==> src/rtl/instr_loader.sv <==
// instr_loader: streams W-bit machine-code words from a valid/ready source into
// consecutive instruction-memory addresses starting at 0, holding the core in
// stall for the duration of the load.
// Optional feature macro: LOADER_CHECKSUM_EN -- adds a trailing checksum word
// (running XOR of the data words) that is compared to set Err.
module instr_loader #(
    parameter int D = 12,
    parameter int W = 9
) (
    input  logic         Clk,
    input  logic         Reset,
    input  logic         Start,
    input  logic [D:0]   Len,
    input  logic         InValid,
    input  logic [W-1:0] InData,
    output logic         InReady,
    output logic         WrEn,
    output logic [D-1:0] WrAddr,
    output logic [W-1:0] WrData,
    output logic         Stall,
    output logic         Done,
    output logic         Err
);

    // Full memory depth; Len is clipped to this so the address never wraps.
    localparam logic [D:0] DEPTH = {1'b1, {D{1'b0}}};
    localparam logic [D:0] ONE   = {{D{1'b0}}, 1'b1};

    typedef enum logic [1:0] {
        S_IDLE = 2'd0,
        S_LOAD = 2'd1,
        S_DONE = 2'd2
`ifdef LOADER_CHECKSUM_EN
        , S_CHK = 2'd3
`endif
    } state_t;

    state_t     state;
    logic [D:0] count;
    logic [D:0] len_q;
    logic [D:0] len_clip;
    logic       last_word;

    assign len_clip  = (Len > DEPTH) ? DEPTH : Len;
    assign last_word = (count == len_q - ONE);

`ifdef LOADER_CHECKSUM_EN
    logic [W-1:0] cks;

    // Ready depends on state only so the source never sees a combinational loop.
    assign InReady = (state == S_LOAD) || (state == S_CHK);
`else
    assign InReady = (state == S_LOAD);
    assign Err     = 1'b0;
`endif

    // Loader FSM with all outputs registered; WrEn is a one-cycle pulse per accept.
    always_ff @(posedge Clk) begin
        if (Reset) begin
            state  <= S_IDLE;
            WrEn   <= 1'b0;
            WrAddr <= '0;
            WrData <= '0;
            Stall  <= 1'b0;
            Done   <= 1'b0;
            count  <= '0;
            len_q  <= '0;
`ifdef LOADER_CHECKSUM_EN
            Err    <= 1'b0;
            cks    <= '0;
`endif
        end else begin
            WrEn <= 1'b0;
            case (state)
                S_IDLE, S_DONE: begin
                    if (Start) begin
                        count <= '0;
                        len_q <= len_clip;
                        Done  <= 1'b0;
`ifdef LOADER_CHECKSUM_EN
                        Err   <= 1'b0;
                        cks   <= '0;
`endif
                        if (Len == '0) begin
`ifdef LOADER_CHECKSUM_EN
                            // Empty image still carries its checksum word.
                            state <= S_CHK;
                            Stall <= 1'b1;
`else
                            state <= S_DONE;
                            Done  <= 1'b1;
                            Stall <= 1'b0;
`endif
                        end else begin
                            state <= S_LOAD;
                            Stall <= 1'b1;
                        end
                    end
                end
                S_LOAD: begin
                    if (InValid) begin
                        WrEn   <= 1'b1;
                        WrAddr <= count[D-1:0];
                        WrData <= InData;
                        count  <= count + ONE;
`ifdef LOADER_CHECKSUM_EN
                        cks    <= cks ^ InData;
`endif
                        if (last_word) begin
`ifdef LOADER_CHECKSUM_EN
                            state <= S_CHK;
`else
                            // Done rises alongside the final write pulse.
                            state <= S_DONE;
                            Done  <= 1'b1;
                            Stall <= 1'b0;
`endif
                        end
                    end
                end
`ifdef LOADER_CHECKSUM_EN
                S_CHK: begin
                    // Checksum word is consumed but never written to memory.
                    if (InValid) begin
                        state <= S_DONE;
                        Done  <= 1'b1;
                        Stall <= 1'b0;
                        Err   <= (InData != cks);
                    end
                end
`endif
                default: state <= S_IDLE;
            endcase
        end
    end

endmodule

==> config.mk <==
export PLATFORM = sky130hd
export DESIGN_NAME = instr_loader
export DESIGN_NICKNAME = d
export VERILOG_FILES = /design/src/rtl/instr_loader.sv
export SDC_FILE = /design/constraint.sdc
export NUM_CORES = 1
export LEC_CHECK = 0
export BUFFER_PORTS_ARGS = -buffer_cell sky130_fd_sc_hd__clkbuf_2
export CAP_MARGIN = 0
export CORE_MARGIN = 5
export CORE_UTILIZATION = 34
export CTS_CLUSTER_SIZE = 28
export DETAILED_ROUTE_END_ITERATION = 8
export PLACE_DENSITY = 0.55
export SLEW_MARGIN = 20
export SYNTH_ARGS = -nofsm -noshare
export SYNTH_HDL_FRONTEND = slang
export SYNTH_SLANG_ARGS = --single-unit
==> constraint.sdc <==
create_clock -name Clk -period 4.5 [get_ports Clk]
set_clock_uncertainty 0.2 [all_clocks]
set_input_delay 0.45 -clock Clk [delete_from_list [all_inputs] [get_ports Clk]]
set_output_delay 0.45 -clock Clk [all_outputs]
set_load 0.05 [all_outputs]
* After elaboration in Yosys (flattened, before gate mapping)
Index checks and enable logic that the tools add are counted.
** Word-level totals
- Memory bits (read-only) :: 0
- Memory bits (writable) :: 0
- Logic and storage cells :: 48
- Flip-flop bits (word level) :: 52
- Bits in latches :: 0
- Memories kept :: 0
** Cells by class
- Magnitude comparators :: 1
- $mul :: 0
- Muxes and demuxes :: 20
- Reduce and logical (&&, ||, !) cells :: 10
- Bitwise logic cells :: 1
- Shifts and indexed selects :: 0
- Add/sub/neg operators :: 2
- Divide/modulo/power cells :: 0
- Eq/ne operators :: 6
** Operator list (number)
- $mux W13 :: 3
- $pmux W13 S2 :: 1
- $add A13 B1 Y13 const B :: 1
- $eq A13 B13 Y1 :: 1
- $gt A13 B13 Y1 const B :: 1
- $logic_not A13 Y1 :: 1
- $sub A13 B1 Y13 const B :: 1
- $mux W1 :: 9
- $mux W2 :: 4
- $reduce_and A3 Y1 :: 2
- $ne A2 B2 Y1 const B :: 2
- $pmux W1 S2 :: 2
- $pmux W2 S2 :: 1
- $reduce_and A2 Y1 :: 2
- $reduce_and A4 Y1 :: 1
- $reduce_or A2 Y1 :: 2
- $eq A2 B1 Y1 const B :: 1
- $eq A2 B2 Y1 const B :: 1
- $logic_not A2 Y1 :: 1
- $ne A2 B1 Y1 const B :: 1
- $reduce_bool A2 Y1 :: 1
- $not A1 Y1 :: 1

* Logic depth before layout (Yosys ltp)
- Depth in word-level cells :: 5
- Mapped depth :: 9

* Worst setup path before layout
No wires, ideal clock.
- Kind :: register -> register
- From :: register len_q[0]
- To :: register Stall
- Setup slack :: 2200 ps
- Library setup time :: 135 ps
- Stages on the path, launching flop included :: 10
- Path buffers :: 1
- Period minus slack after synthesis :: 2300 ps
- Arrival time :: 1965 ps
- Required time :: 4165 ps
- Cell sequence :: dfxtp_1 -> inv_1 -> ha_1 -> buf_2 -> nor3b_1 -> a21o_1 -> and3_1 -> o21bai_1 -> a2111oi_4 -> o211ai_1
** On the way
- Longest elaborated chain between the ends :: 4
** RTL lines
- start, declared :: RTL line 40 : logic [D:0] len_q;
- start signal, assigned :: RTL line 78 : len_q <= len_clip;
- $sub A13 B1 Y13 :: RTL line 45 : assign last_word = (count == len_q - ONE);
- $eq A13 B13 Y1 :: RTL line 45
- $ne A2 B1 Y1 (no source line)
- $reduce_and A4 Y1 (no source line)
- end signal, assigned :: RTL line 64 : Stall <= 1'b0;
- end signal, assigned :: RTL line 92 : Stall <= 1'b0;
- end signal, assigned :: RTL line 96 : Stall <= 1'b1;
- end, declared :: RTL line 20 : output logic Stall,
No other way between the ends.
A chain may end at the register's enable or synchronous reset.

* Worst setup path in the final report
Same ends and word-level chain as after synthesis.

==> summary.txt <==
cts hold-fix bufs -> 0
Arr. time, crit path -> 2.61 ns
root buffer cell -> clkbuf_8
first-pass GRT wire length -> 9.46 mm
total core area -> 6830 µm²
Worst slew margin -> 33.3%
Initial Util -> 35.1%
RSZ-0062 raised after global routing -> no
XOR/XNOR share of the synthesized area -> 9.87%
drt total wl -> 5.54 mm
critical-path cell list -> inv_1 -> ha_1 -> nor3b_1 -> a21o_1 -> and3_1 -> o21bai_1 -> a2111oi_4 -> o211ai_1
clk buf depth -> 2
Simple-Gate Fraction of Synth Area -> 25.2%
Psw -> 269 µW
Netlist Area Pre-Place -> 2390 µm²
Cell Pwr Density -> 323 nW/µm²
predominant post-synthesis flop cell -> dfxtp_1
die height -> 93.9 µm
Post-Synth Adder-Cell Area -> 1.04%
Final HPWL DP -> 4.12 mm
Final TNS setup -> 0 ns
average routed wire per standard cell -> 13.0 µm
Hold Path Class -> in2reg
top-area cell type share of the netlist area -> 43.5%
Final Power -> 906 µW
Final Slew Violations -> 0
n_diodes -> 0
Tmin final -> 2.64 ns
Post-CTS Resized -> 0
Commonest cells post-synth -> 54 x nand2_1, 52 x dfxtp_1, 28 x a21oi_1, 23 x nor2_1, 15 x xnor2_1
area delta synth->final -> 17.2%
total die area -> 8820 µm²
count of input and output buffers -> 50
initial antenna violation count -> 0
count leader, synth -> nand2_1
clock share of power -> 29.7%
max cap viols -> 0
Max stage delay on crit path -> 0.48 ns
highest clock rate -> 0.379 GHz
drt initial violations -> 98
Synth area leaders -> dfxtp_1 43%, nand2_1 8.5%, a21oi_1 5.9%, xnor2_1 5.5%, xor2_1 4.4%
GR Overflow Total -> 0
switch share -> 29.7%
ANT nets after route -> 0
DRC violations left -> 0
slowest stage cell, crit path -> a2111oi_4
CP bufs+invs -> 1
YS warnings -> 0
Syn Nets -> 313
worst-margin pin slew -> 0.997 ns
post-synthesis compound-gate area fraction -> 15.6%
TritonRoute pass-1 iters -> 4
post-synthesis mux area share -> 0.836%
largest family of logic cells by synthesized area -> simple AND/OR/NAND/NOR gates
Reg clk slew, reported paths -> 0.10 ns
type of the worst setup path -> reg2reg
final hold violations -> 0
FP Rows -> 30
Syn Inst Count -> 285
final instance area -> 2810 µm²
Comb power frac -> 16.3%
worst slack, placed -> 1.87 ns
CP Launch Type -> register
layout cell share with drive strength beyond 1 -> 19.4%
Clk Latency, worst-skew pair -> 0.31 ns
CTS Sinks -> 52
status -> complete, no violations
share of power burned in registers -> 54.0%
GPL Wtd Cong -> 0.838
worst setup margin -> 1.86 ns
part of the cycle the worst path needs -> 58.6%
pin count of the biggest net entering global routing -> 37
Distinct cells, synth -> 44
total CTS buffers -> 5
Post-DP Area -> 2720 µm²
drt via density -> 4.87
largest area contributor in the netlist -> dfxtp_1
EDFF count, synth -> 0
CP required -> 4.48 ns
Setup crit end kind -> register
VDD IR max -> 0.142 mV
#FFs+latches synth -> 52
Mean Syn Cell Area -> 8.40 µm²
Die Wd -> 93.9 µm
Setup Fix Bufs, Post-CTS -> 0
Setup Viol. Count Final -> 0
vias in the first global route -> 2025
Boundary Pins -> 52
CTS tree -> done
post-synthesis sequential area ratio -> 43.5%
CTS H-tree lvls -> 2
P_leak -> 1.13 nW
detailed-route via count -> 2074
async set-reset flop share out of synthesis -> 0%
Int Pwr -> 637 µW
gr usage total -> 13.0%
Fillers -> 734
Final nets -> 357
delay-heaviest family, CP -> compound AO/OA/AOI/OAI gates
peak fanout along the critical path -> 9
==> layout by cell type, fill, tap and decap left out, types with 8 or more instances in the layout <==
| cell | count |
|---|---|
| nand2_1 | 54 |
| dfxtp_1 | 52 |
| clkbuf_2 | 50 |
| a21oi_1 | 28 |
| nor2_1 | 23 |
| xnor2_1 | 15 |
| xor2_1 | 12 |
| a22o_1 | 9 |
| nand3_1 | 8 |
==> worst min-delay path: cells and delay by family <==
| family | cells | cell delay [ns] |
|---|---|---|
| simple gates | 1 | 0.04 |
| buf+inv | 1 | 0.08 |
| compound gates | 1 | 0.05 |
==> registers in the layout, summed over array words and instances (netlist names) <==
name / flops
WrData: 9
state: 2
Stall: 1
Done: 1
count: 13
WrAddr: 12
len_q: 13
WrEn: 1
==> kinds of logic (layout without fill, tap and decap cells) <==
logic type,Yosys count,count (layout)
AND/OR/NAND/NOR,123,123
AO/OA/AOI/OAI,56,56
flip-flops,52,52
XOR/XNOR,27,27
buffers and inverters,22,67
adder cells (fa/ha/maj),2,2
multiplexers,2,2
other,1,1
==> routing by layer <==
metal / up-vias / share of wire, % / GRT usage (%)
li1: 1066 / - / -
met1: 974 / 45 / 16.6
met2: 26 / 51 / 22.1
met3: 8 / 2.4 / 1.92
met4: 0 / 1.4 / 4.57
met5: - / 0 / 0
==> power groups by stage <==
| stage | Clock, mW | Sequential, mW | Combinational [mW] |
|---|---|---|---|
| 3_3_place_gp | 0 | 0.500 | 0.148 |
| 2_1_floorplan | 0 | 0.519 | 0.0903 |
| 3_5_place_dp | 0 | 0.500 | 0.149 |
| 4_1_cts | 0.280 | 0.489 | 0.149 |
| 6_report | 0.269 | 0.489 | 0.148 |
| 5_1_grt | 0.297 | 0.492 | 0.163 |
==> per-stage QoR <==
| step | cells | hold slack (ns) | utilization (%) |
|---|---|---|---|
| CTS | 426 | 0.145 | 41.1 |
| global placement | 418 | 0.245 | 39.8 |
| finish | 426 | 0.154 | 41.1 |
| floorplan | 285 | 0.249 | - |
| global route | 426 | 0.153 | 41.1 |
| detailed placement | 418 | 0.250 | 39.8 |
==> final cells by class <==
class                           count  area, µm²  share of cell area (%)
Tap cell                           96        120                    4.28
Clock inverter                      3       22.5                   0.802
Sequential cell                    52       1040                    37.1
Clock buffer                        5       68.8                    2.45
Timing Repair Buffer               52        265                    9.45
Multi-Input combinational cell    211       1260                    45.0
Inverter                            7       26.3                   0.936
==> worst paths after layout <==
check	startpoint	endpoint	slack [ns]	depth (start not counted)
worst min-delay path	InData[2]	WrData[2]	0.15	3
worst max-delay path	len_q[0]	Stall	1.86	8
worst min register to register	WrData[8]	WrData[8]	0.26	2
worst max register to register	len_q[0]	Stall	1.86	8
(Power assumes the default switching activity.)
